--- src/rtl/if_fetch_unit.sv ---
// Instruction-fetch stage: owns the fetch PC and the IF/ID register.
// It issues one word request at a time over req/gnt/rvalid and feeds pc/inst to ID.
// A one-entry skid buffer catches a response that lands while ID is stalled.
// Wrong-path responses are dropped, and NOP bubbles are driven to ID when there is no valid instruction.
module if_fetch_unit #(
  parameter logic [31:0] RESET_PC = 32'h0000_0000,
  parameter logic [31:0] NOP_INST = 32'h0000_0013
) (
  input  logic        clk,
  input  logic        reset,
  input  logic        stall_i,
  input  logic        br_i,
  input  logic [31:0] branch_addr_i,
  output logic        imem_req_o,
  output logic [31:0] imem_addr_o,
  input  logic        imem_gnt_i,
  input  logic        imem_rvalid_i,
  input  logic [31:0] imem_rdata_i,
  output logic [31:0] if_pc_o,
  output logic [31:0] if_inst_o,
  output logic        if_valid_o
);

  typedef enum logic {S_REQ = 1'b0, S_WAIT = 1'b1} state_t;

  state_t      state_q, state_d;
  logic [31:0] fetch_pc_q, fetch_pc_d;
  logic [31:0] req_pc_q, req_pc_d;
  logic        discard_q, discard_d;
  logic        skid_valid_q, skid_valid_d;
  logic [31:0] skid_pc_q, skid_pc_d;
  logic [31:0] skid_inst_q, skid_inst_d;
  logic [31:0] if_pc_q, if_pc_d;
  logic [31:0] if_inst_q, if_inst_d;
  logic        if_valid_q, if_valid_d;

  logic        fire;        // request accepted this cycle
  logic        resp;        // response for the outstanding request
  logic        fresh;       // response that belongs to the current path
  logic        branch_take; // redirect that is not masked by a stall

  assign imem_addr_o = fetch_pc_q;
  assign if_pc_o     = if_pc_q;
  assign if_inst_o   = if_inst_q;
  assign if_valid_o  = if_valid_q;

  // Handshake, fetch PC sequencing, skid buffer and IF/ID register next-state
  always_comb begin
    state_d      = state_q;
    fetch_pc_d   = fetch_pc_q;
    req_pc_d     = req_pc_q;
    discard_d    = discard_q;
    skid_valid_d = skid_valid_q;
    skid_pc_d    = skid_pc_q;
    skid_inst_d  = skid_inst_q;
    if_pc_d      = if_pc_q;
    if_inst_d    = if_inst_q;
    if_valid_d   = if_valid_q;

    // A full skid buffer holds off new requests so at most one extra instruction is in flight.
    imem_req_o  = (state_q == S_REQ) && !skid_valid_q && !reset;
    fire        = imem_req_o && imem_gnt_i;
    resp        = (state_q == S_WAIT) && imem_rvalid_i;
    fresh       = resp && !discard_q;
    branch_take = br_i && !stall_i;

    if (fire) begin
      state_d  = S_WAIT;
      req_pc_d = fetch_pc_q;
    end
    if (resp) begin
      state_d = S_REQ;
      if (discard_q) discard_d = 1'b0;
    end

    if (branch_take) begin
      fetch_pc_d = branch_addr_i & 32'hFFFF_FFFC;
      // Mark only a request still outstanding after this cycle; a response
      // arriving now is already dropped by the branch taking priority.
      if (fire || ((state_q == S_WAIT) && !imem_rvalid_i)) discard_d = 1'b1;
    end else if (fire) begin
      fetch_pc_d = fetch_pc_q + 32'd4;
    end

    if (stall_i) begin
      if (fresh) begin
        skid_valid_d = 1'b1;
        skid_pc_d    = req_pc_q;
        skid_inst_d  = imem_rdata_i;
      end
    end else if (br_i) begin
      if_inst_d    = NOP_INST;
      if_valid_d   = 1'b0;
      skid_valid_d = 1'b0;
    end else if (skid_valid_q) begin
      if_pc_d      = skid_pc_q;
      if_inst_d    = skid_inst_q;
      if_valid_d   = 1'b1;
      skid_valid_d = 1'b0;
    end else if (fresh) begin
      if_pc_d    = req_pc_q;
      if_inst_d  = imem_rdata_i;
      if_valid_d = 1'b1;
    end else begin
      if_inst_d  = NOP_INST;
      if_valid_d = 1'b0;
    end
  end

  // State registers with synchronous reset; reset abandons any outstanding request
  always_ff @(posedge clk) begin
    if (reset) begin
      state_q      <= S_REQ;
      fetch_pc_q   <= RESET_PC;
      req_pc_q     <= RESET_PC;
      discard_q    <= 1'b0;
      skid_valid_q <= 1'b0;
      skid_pc_q    <= 32'h0;
      skid_inst_q  <= NOP_INST;
      if_pc_q      <= 32'h0;
      if_inst_q    <= NOP_INST;
      if_valid_q   <= 1'b0;
    end else begin
      state_q      <= state_d;
      fetch_pc_q   <= fetch_pc_d;
      req_pc_q     <= req_pc_d;
      discard_q    <= discard_d;
      skid_valid_q <= skid_valid_d;
      skid_pc_q    <= skid_pc_d;
      skid_inst_q  <= skid_inst_d;
      if_pc_q      <= if_pc_d;
      if_inst_q    <= if_inst_d;
      if_valid_q   <= if_valid_d;
    end
  end

endmodule

--- config.mk ---
export PLATFORM = sky130hd
export DESIGN_NAME = if_fetch_unit
export DESIGN_NICKNAME = d
export VERILOG_FILES = /design/src/rtl/if_fetch_unit.sv
export SDC_FILE = /design/constraint.sdc
export NUM_CORES = 1
export LEC_CHECK = 0
export CORE_MARGIN = 2
export CORE_UTILIZATION = 46
export DETAILED_ROUTE_END_ITERATION = 8
export PLACE_DENSITY_LB_ADDON = 0.3
export SLEW_MARGIN = 20
export SYNTH_ARGS = -nofsm -noshare
export SYNTH_HDL_FRONTEND = slang
export SYNTH_SLANG_ARGS = --single-unit
export TNS_END_PERCENT = 30
--- constraint.sdc ---
create_clock -name clk -period 2.6 [get_ports clk]
set_clock_uncertainty 0.2 [all_clocks]
set_input_delay 0.65 -clock clk [delete_from_list [all_inputs] [get_ports clk]]
set_output_delay 0.65 -clock clk [all_outputs]
set_load 0.01 [all_outputs]
### Word level (Yosys, flattened, before mapping)

Cells that the tools add are included.

* logic and storage cells: 48
* input bits: 70
* register bits: 196
* output and inout port bits: 98

* reduce and logical (&&, ||, !) cells: 20
* bitwise logic cells: 3
* $add $sub $neg: 1
* mux-type cells: 13

Operators with widths (count)
* 32-bit 2-to-1 mux: 7
* 32-bit by 3-bit adder with 32-bit output (second input constant): 1
* 1-bit logical AND: 7
* 1-bit 2-to-1 mux: 6
* 2-bit OR reduction: 3
* 1-bit logical NOT: 5
* 2-bit nonzero test: 2
* 1-bit NOT: 3
* 3-bit AND reduction: 1
* 2-bit AND reduction: 1
* 1-bit logical OR: 1

### Logic depth before layout (Yosys ltp)

Gate-level depths: netlist of the first run.

* depth in word-level cells: 7
* mapped depth: 6
* mapped depth without buffers: 5

### Worst setup path before layout of the first run

OpenSTA, ideal clock, no wires.

* path type: input -> register
* from: in reset
* to: reg fetch_pc_q[27], in the netlist imem_addr_o[27]
* library setup time: 0.091 ns
* cell stages on the path: 6
* arrival: 2.460 ns
* path buffers: 2
* required time: 2.309 ns
* setup slack: -0.151 ns
* path through: or4b_1 > clkbuf_1 > or4_4 > buf_2 > or3_1 > a311oi_1

* cells in the longest elaborated chain, start to end: 4

Ends and longest elaborated chain
* from (decl): RTL line 10 `input logic reset,`
* 1-bit logical NOT: RTL line 61 `imem_req_o = (state_q == S_REQ) && !skid_valid_q && !reset;`
* 1-bit logical AND: RTL line 61
* 1-bit logical AND: RTL line 62 `fire = imem_req_o && imem_gnt_i;`
* 2-bit nonzero test (no line)
* to (signal assigned): RTL line 125 `fetch_pc_q <= fetch_pc_d;`
* to (decl): RTL line 27 `logic [31:0] fetch_pc_q, fetch_pc_d;`

Several ways; a longest one is shown, not always the timed one.
A chain may end at the register's enable or synchronous reset.

### Worst setup path after layout of the first run

* from: reg skid_valid_q
* to: reg fetch_pc_q[29], in the netlist imem_addr_o[29]

* cells in the longest elaborated chain, start to end: 5

Ends and longest elaborated chain
* from (decl): RTL line 30 `logic skid_valid_q, skid_valid_d;`
* from (signal assigned): RTL line 128 `skid_valid_q <= skid_valid_d;`
* 1-bit logical NOT: RTL line 61
* 1-bit logical AND (2 in series): RTL line 61
* 1-bit logical AND: RTL line 62
* 2-bit nonzero test (no line)

No other way between the ends.

==> impl_metrics.yaml, run 1 <==
sta:
  maxSlewHeadroom_pct: 31.7
  min_period_ps: 2460
  hold_violations: 0
  worst_pin_slew_ps: 1020
  tns_ps: 0
  rsz0062_at_grt: "false"
  fin_crit_sh_pct: 94.6
  slew_viol_final: 0
  setup_viol: 0
  timing.fmax_mhz: 406
setup_path:
  crit_fanout: 9
  start_kind: "flip-flop"
  reg2regPathDepth: 5
  cp.required_ps: 2770
  rrSetupSlack_ps: 140
  crit_path_end_kind: "flip-flop"
  cp_top_family: "simple AND/OR/NAND/NOR gates"
  crit_start: "skid_valid_q$_SDFFE_PP0P_"
  path_class: "flip-flop to flip-flop"
  timing.rr.end: "imem_addr_o[29]$_SDFFE_PP0P_"
  worstSetupPathDepth: 5
  crit_end: "imem_addr_o[29]$_SDFFE_PP0P_"
  cp_cell_sequence: "or4b_4 -> buf_4 -> or4_4 -> or4_1 -> nand3_1"
  arrival_ps: 2630
  worst-path-buf-inv: 1
  rr_startpoint: "skid_valid_q$_SDFFE_PP0P_"
  critical_path.slowest_cell: "or4b_4"
  slowest_delay_ps: 550
finish:
  final_core_util_pct: 63.2
  fin_nets: 1138
  area_growth_pct: 35.7
  num_antenna_cells: 0
  nFillCells: 1401
  drive_above_1_share_pct: 8.15
synthesis:
  synthTopCellsByCount: "229 x nand2_1, 188 x dfxtp_1, 93 x a21oi_1"
  synth_area_sq_mm: 0.00765
  synth_top_family_by_area: "simple AND/OR/NAND/NOR gates"
  yosysTopAreaCell: "dfxtp_1"
  seq_area_frac_synth_pct: 49.2
  synth_top_area_share_pct: 49.2
  synth_fa_ha_area_share_pct: 0.164
  yosysWarnings: 0
  yosys.area_share.simple_pct: 21.0
  avgSynthCellArea_sq_um: 8.37
  synth_edf_count: 0
  synth.ff_latch_count: 188
  synth_xor_area_share_pct: 1.03
  netlist_instances: 914
  synth_cell_type_count: 44
  yosys-top-cells-area: "dfxtp_1 49%, nand2_1 11%, mux2i_1 7.7%"
  synth_compound_area_share_pct: 16.3
  synth_flop_cell: "dfxtp_1"
  async_flop_share_pct: 0
  muxShareOfSynthArea_pct: 8.16
  synth.most_common_cell: "nand2_1"
detailed_routing:
  postRouteAntennaNets: 0
  wl_per_cell_um: 15.2
  viasPerCell: 5.35
  finalWirelength_mm: 19.7
  vias: 6960
  drc_errors: 0
  dr.pass1.iters: 5
  drtIter0Drc: 528
die:
  core_sq_mm: 0.0164
  die-width_um: 133
  die_y_um: 133
  dieArea_sq_mm: 0.0177
  num_rows: 47
  ios: 168
  start_util_pct: 46.6
global_routing:
  grtUsageTotal_pct: 22.1
  grt_pass1_wl_mm: 31.9
  grt_max_degree: 85
  grt_antenna_before_repair: 0
  grt_overflow_total: 0
  grt_pass1_vias: 6443
pwr:
  leakagePower_nw: 3.41
  cellPowerDensity_mw_per_mm2: 637
  ir_drop_mv: 0.496
cts:
  cts_buffers: 17
  clockBufferDepth: 2
  path_clk_slew_ps: 70
  htree_levels: 4
  cts_tree: "yes"
  cts-root-buf: "clkbuf_16"
  clkLatencyLatePin_ps: 430
  clock-sinks: 188
  postCtsHoldBufs: 0
flow_run:
  drv_cap: 0
place:
  place.gp.congestion: 0.859
  portBuffers: 161
  post-dp-hpwl_mm: 13.0
hold_path:
  holdCritPathClass: "flip-flop to flip-flop"
status:
  outcome: "finished clean"
layer usage:
layer	track usage [%]	routed length, um	up-vias
met5	0	0	-
met3	4.37	1140	36
li1	-	-	3476
met1	30.7	9240	3239
met4	8.72	441	0
met2	34.1	8880	209
worst min path at each step:
stage,depth (start not counted),end,startpoint
finish,2,if_inst_o[2]$_SDFFE_PP0N_,if_inst_o[2]$_SDFFE_PP0N_
global route,2,if_inst_o[9]$_SDFFE_PP0N_,if_inst_o[9]$_SDFFE_PP0N_
CTS,2,if_valid_o$_SDFFE_PP0N_,if_valid_o$_SDFFE_PP0N_
detailed placement,2,if_valid_o$_SDFFE_PP0N_,if_valid_o$_SDFFE_PP0N_
global placement,2,if_valid_o$_SDFFE_PP0N_,if_valid_o$_SDFFE_PP0N_
floorplan,2,skid_inst_q[0]$_SDFFE_PP1P_,skid_inst_q[0]$_SDFFE_PP1P_
layout make-up:
type                       instances  area [sq um]  share of cell area (%)
sequential                       188          3770                    36.3
multi-input combinational        653          3620                    34.9
timing repair buffer             204          2000                    19.2
clock buffer                      22           495                    4.78
tap                              220           275                    2.65
clock inverter                    10           206                    1.99
inverter                           3          11.3                   0.109
worst register-to-register path: cells and delay by family, from the launching register on:
kind                   cells  cell delay, ps
buffers and inverters      1             160
DFF                        1             390
and+or+nand+nor            4            1670
cells in the final DEF (no fill, tap or decap), drive strengths merged, types with 2 or more instances in the layout:
cell,Yosys,routed
mux2i,59,59
o31ai,7,7
nor3b,2,2
a311oi,16,16
conb,1,4
nor4,2,2
bufinv,0,6
o21ai,41,41
nand4,12,12
clkbuf,60,22
and3,3,3
nand2b,4,4
nand3b,4,4
and2,4,4
mux2,3,3
buf,14,44
xnor2,3,3
or4,10,11
nor2b,2,2
nor2,64,64
a21oi,93,93
o22a,3,3
inv,3,3
nand3,13,13
nand2,229,229
dfxtp,188,188
o31a,3,3
a211oi,40,40
clkinv,0,3
and4,4,4
xor2,6,6
clkdlybuf4s50,0,158
or3,9,9
nor3,3,3
logic make-up (layout without fill, tap and decap cells):
group | Yosys count | in the layout
adders and majority gates | 1 | 1
muxes | 62 | 62
DFF | 188 | 188
and+or+nand+nor | 369 | 370
xor gates and xnor gates | 9 | 9
other | 1 | 4
buffers and inverters | 77 | 239
AOI/OAI and AO/OA | 207 | 207
sequential cells by signal, indices dropped and copies added (netlist names):
| name | count |
|---|---|
| discard_q | 1 |
| if_inst_o | 32 |
| if_pc_o | 30 |
| if_valid_o | 1 |
| imem_addr_o | 30 |
| req_pc_q | 30 |
| skid_inst_q | 32 |
| skid_pc_q | 30 |
| skid_valid_q | 1 |
| state_q | 1 |
stage by stage:
step                hold WS, ps  power [mW]  setup WS, ps  area, sq um  cells
finish                      243        6.61           139        10400   1300
global route                261        6.80          31.5        10400   1300
CTS                         243        6.64          24.5        10400   1300
detailed placement          233        3.64          -489         9650   1266
global placement            230        3.63          -459         9650   1266
floorplan                   232        3.33         -40.3         7670    917
where the power goes:
part	internal (mW)	switching (mW)	leakage, nW
Sequential	2.95	0.0690	1.52
Combinational	0.290	0.277	1.54
Clock	1.94	1.09	0.341
timing repair:
| action | CTS | global route |
|---|---|---|
| setup endpoints to repair | 4 | 2 |
| gates cloned | 1 | 0 |
| pin swaps | 3 | 1 |
| buffers inserted | 1 | 0 |
| resized for setup | 3 | 1 |
Note: power is estimated with default switching activity, not from simulation.
==> run 2: changes to the inputs <==
--- a/config.mk
+++ b/config.mk
@@ -8,6 +8,7 @@
 export CORE_MARGIN = 2
 export CORE_UTILIZATION = 46
 export DETAILED_ROUTE_END_ITERATION = 8
+export GPL_TIMING_DRIVEN = 0
 export PLACE_DENSITY_LB_ADDON = 0.3
 export SLEW_MARGIN = 20
 export SYNTH_ARGS = -nofsm -noshare
==> run 2 against run 1 <==
Sequential power is essentially flat. Clock power shrank 7.3%. Flip-flop and latch count stayed put. Total power shrank 3.2%. Combinational power is 3.5% lower. Sequential share of layout area rose by 0.23 points. Global-route usage up 1.2 points.
==> impl_metrics.yaml, run 2 (synthesis results as in run 1) <==
status:
  outcome: "finished clean"
detailed_routing:
  viasPerCell: 5.32
  finalWirelength_mm: 20.6
  vias: 7100
  drtIter0Drc: 537
  dr.pass1.iters: 7
  postRouteAntennaNets: 0
  wl_per_cell_um: 15.4
  drc_errors: 0
sta:
  worst_pin_slew_ps: 749
  min_period_ps: 2520
  fin_crit_sh_pct: 97.0
  slew_viol_final: 0
  setup_viol: 0
  rsz0062_at_grt: "true"
  timing.fmax_mhz: 396
  hold_violations: 0
  maxSlewHeadroom_pct: 50.1
finish:
  final_core_util_pct: 62.8
  final_cell_mix: "229 x nand2_1, 187 x dfxtp_1, 158 x clkdlybuf4s50_1"
  num_antenna_cells: 0
  fin_nets: 1173
  drive_above_1_share_pct: 5.48
  area_growth_pct: 34.7
  layout_commonest_cell: "nand2_1"
global_routing:
  grt_pass1_wl_mm: 33.1
  grt_antenna_before_repair: 0
  grt.met2_usage_pct: 37.3
  grtUsageTotal_pct: 23.3
  grt_overflow_total: 0
  grt_max_degree: 17
  globalRouteMet3Util_pct: 4.87
  busiest_layer: "met2"
  grt_pass1_vias: 6546
  grt_util_met1_pct: 32.0
setup_path:
  start_kind: "input pin"
  arrival_ps: 2670
  crit_path_end_kind: "flip-flop"
  critical_path.slowest_cell: "or4b_4"
  worst-path-buf-inv: 3
  cp_cell_sequence: "dlygate4sd2_1 -> or4b_4 -> or4_4 -> buf_6 -> buf_4 -> o31a_1 -> a211oi_1"
  cp.required_ps: 2750
  path_class: "input pin to flip-flop"
  crit_fanout: 8
  slowest_delay_ps: 540
  cp_top_family: "simple AND/OR/NAND/NOR gates"
cts:
  clockBufferDepth: 2
  cts_tree: "yes"
  cts_buffers: 17
  path_clk_slew_ps: 70
  htree_levels: 4
  clkLatencyLatePin_ps: 430
  clock-sinks: 188
  cts-root-buf: "clkbuf_16"
hold_path:
  holdCritPathClass: "flip-flop to flip-flop"
pwr:
  ir_drop_mv: 0.498
  leakagePower_nw: 3.31
  cellPowerDensity_mw_per_mm2: 621
  fin_total_pwr_mw: 6.40
place:
  place.gp.congestion: 0.905
  post-dp-hpwl_mm: 14.8
  portBuffers: 161
flow_run:
  drv_cap: 0
die:
  num_rows: 47
  ios: 168
  die_y_um: 133
  core_sq_mm: 0.0164
  die-width_um: 133
  start_util_pct: 46.6
  dieArea_sq_mm: 0.0177
## run 2: cell types whose count changed in the layout (fill, tap and decap cells not counted), moves of 2 or more
cell      previous run  this run
buf_1                0         8
buf_12               5         0
buf_4               39        12
clkbuf_1             1        51
clkbuf_2             0         5
clkbuf_4             0         2
## run 2: stage by stage
step	hold WS, ps	TNS, ps	instances	area [sq um]	setup slack [ps]
3_3_place_gp	230	-72890	1298	9550	-1260
2_1_floorplan	232	-72.4	917	7670	-40.3
3_5_place_dp	240	-71130	1298	9550	-1250
4_1_cts	249	-30.0	1334	10300	-30.0
6_report	248	0	1334	10300	77.8
5_1_grt	267	-66.6	1334	10300	-32.5
## run 2: layout make-up
type	instances	area (sq um)
multi-input combinational	652	3610
timing repair buffer	168	1660
inverter	3	11.3
fill	1403	6100
tap	220	275
sequential	188	3760
clock buffer	20	447
buffer	72	342
clock inverter	11	193
## run 2: power by group
part | internal, mW | total [mW] | switching [mW] | leakage (nW)
combinational | 0.280 | 0.548 | 0.268 | 1.48
clock | 1.73 | 2.81 | 1.08 | 0.306
sequential | 2.95 | 3.04 | 0.0889 | 1.52
total | 4.95 | 6.40 | 1.44 | 3.31
## run 2: worst reg2reg max path, cell delays in order, from the launching register on
cell      delay, ps
dfxtp_1         350
or4b_4          600
or4_4           500
buf_6           170
buf_4           130
o31a_1          230
a211oi_1        210
## run 2: path summary, 6_finish.rpt
path | startpoint | to | slack, ps | depth (start not counted)
setup / recovery | reset | imem_addr_o[15]$_SDFFE_PP0P_ | 80 | 7
hold / removal | if_inst_o[2]$_SDFFE_PP0N_ | if_inst_o[2]$_SDFFE_PP0N_ | 250 | 2
setup reg to reg | skid_valid_q$_SDFFE_PP0P_ | imem_addr_o[15]$_SDFFE_PP0P_ | 130 | 6
hold reg to reg | if_inst_o[2]$_SDFFE_PP0N_ | if_inst_o[2]$_SDFFE_PP0N_ | 250 | 2
## run 2: layer usage
layer | vias up | part of all wire [%]
met4 | 0 | 1.3
met3 | 21 | 6.7
met1 | 3293 | 46
met5 | - | 0
li1 | 3548 | -
met2 | 238 | 46
## run 2: what timing repair did
action / CTS / global route
setup endpoints to repair: 59 / 70
setup buffers: 5 / 2
hold buffers: 0 / 0
gates resized for setup: 23 / 15
pin swaps: 4 / 2
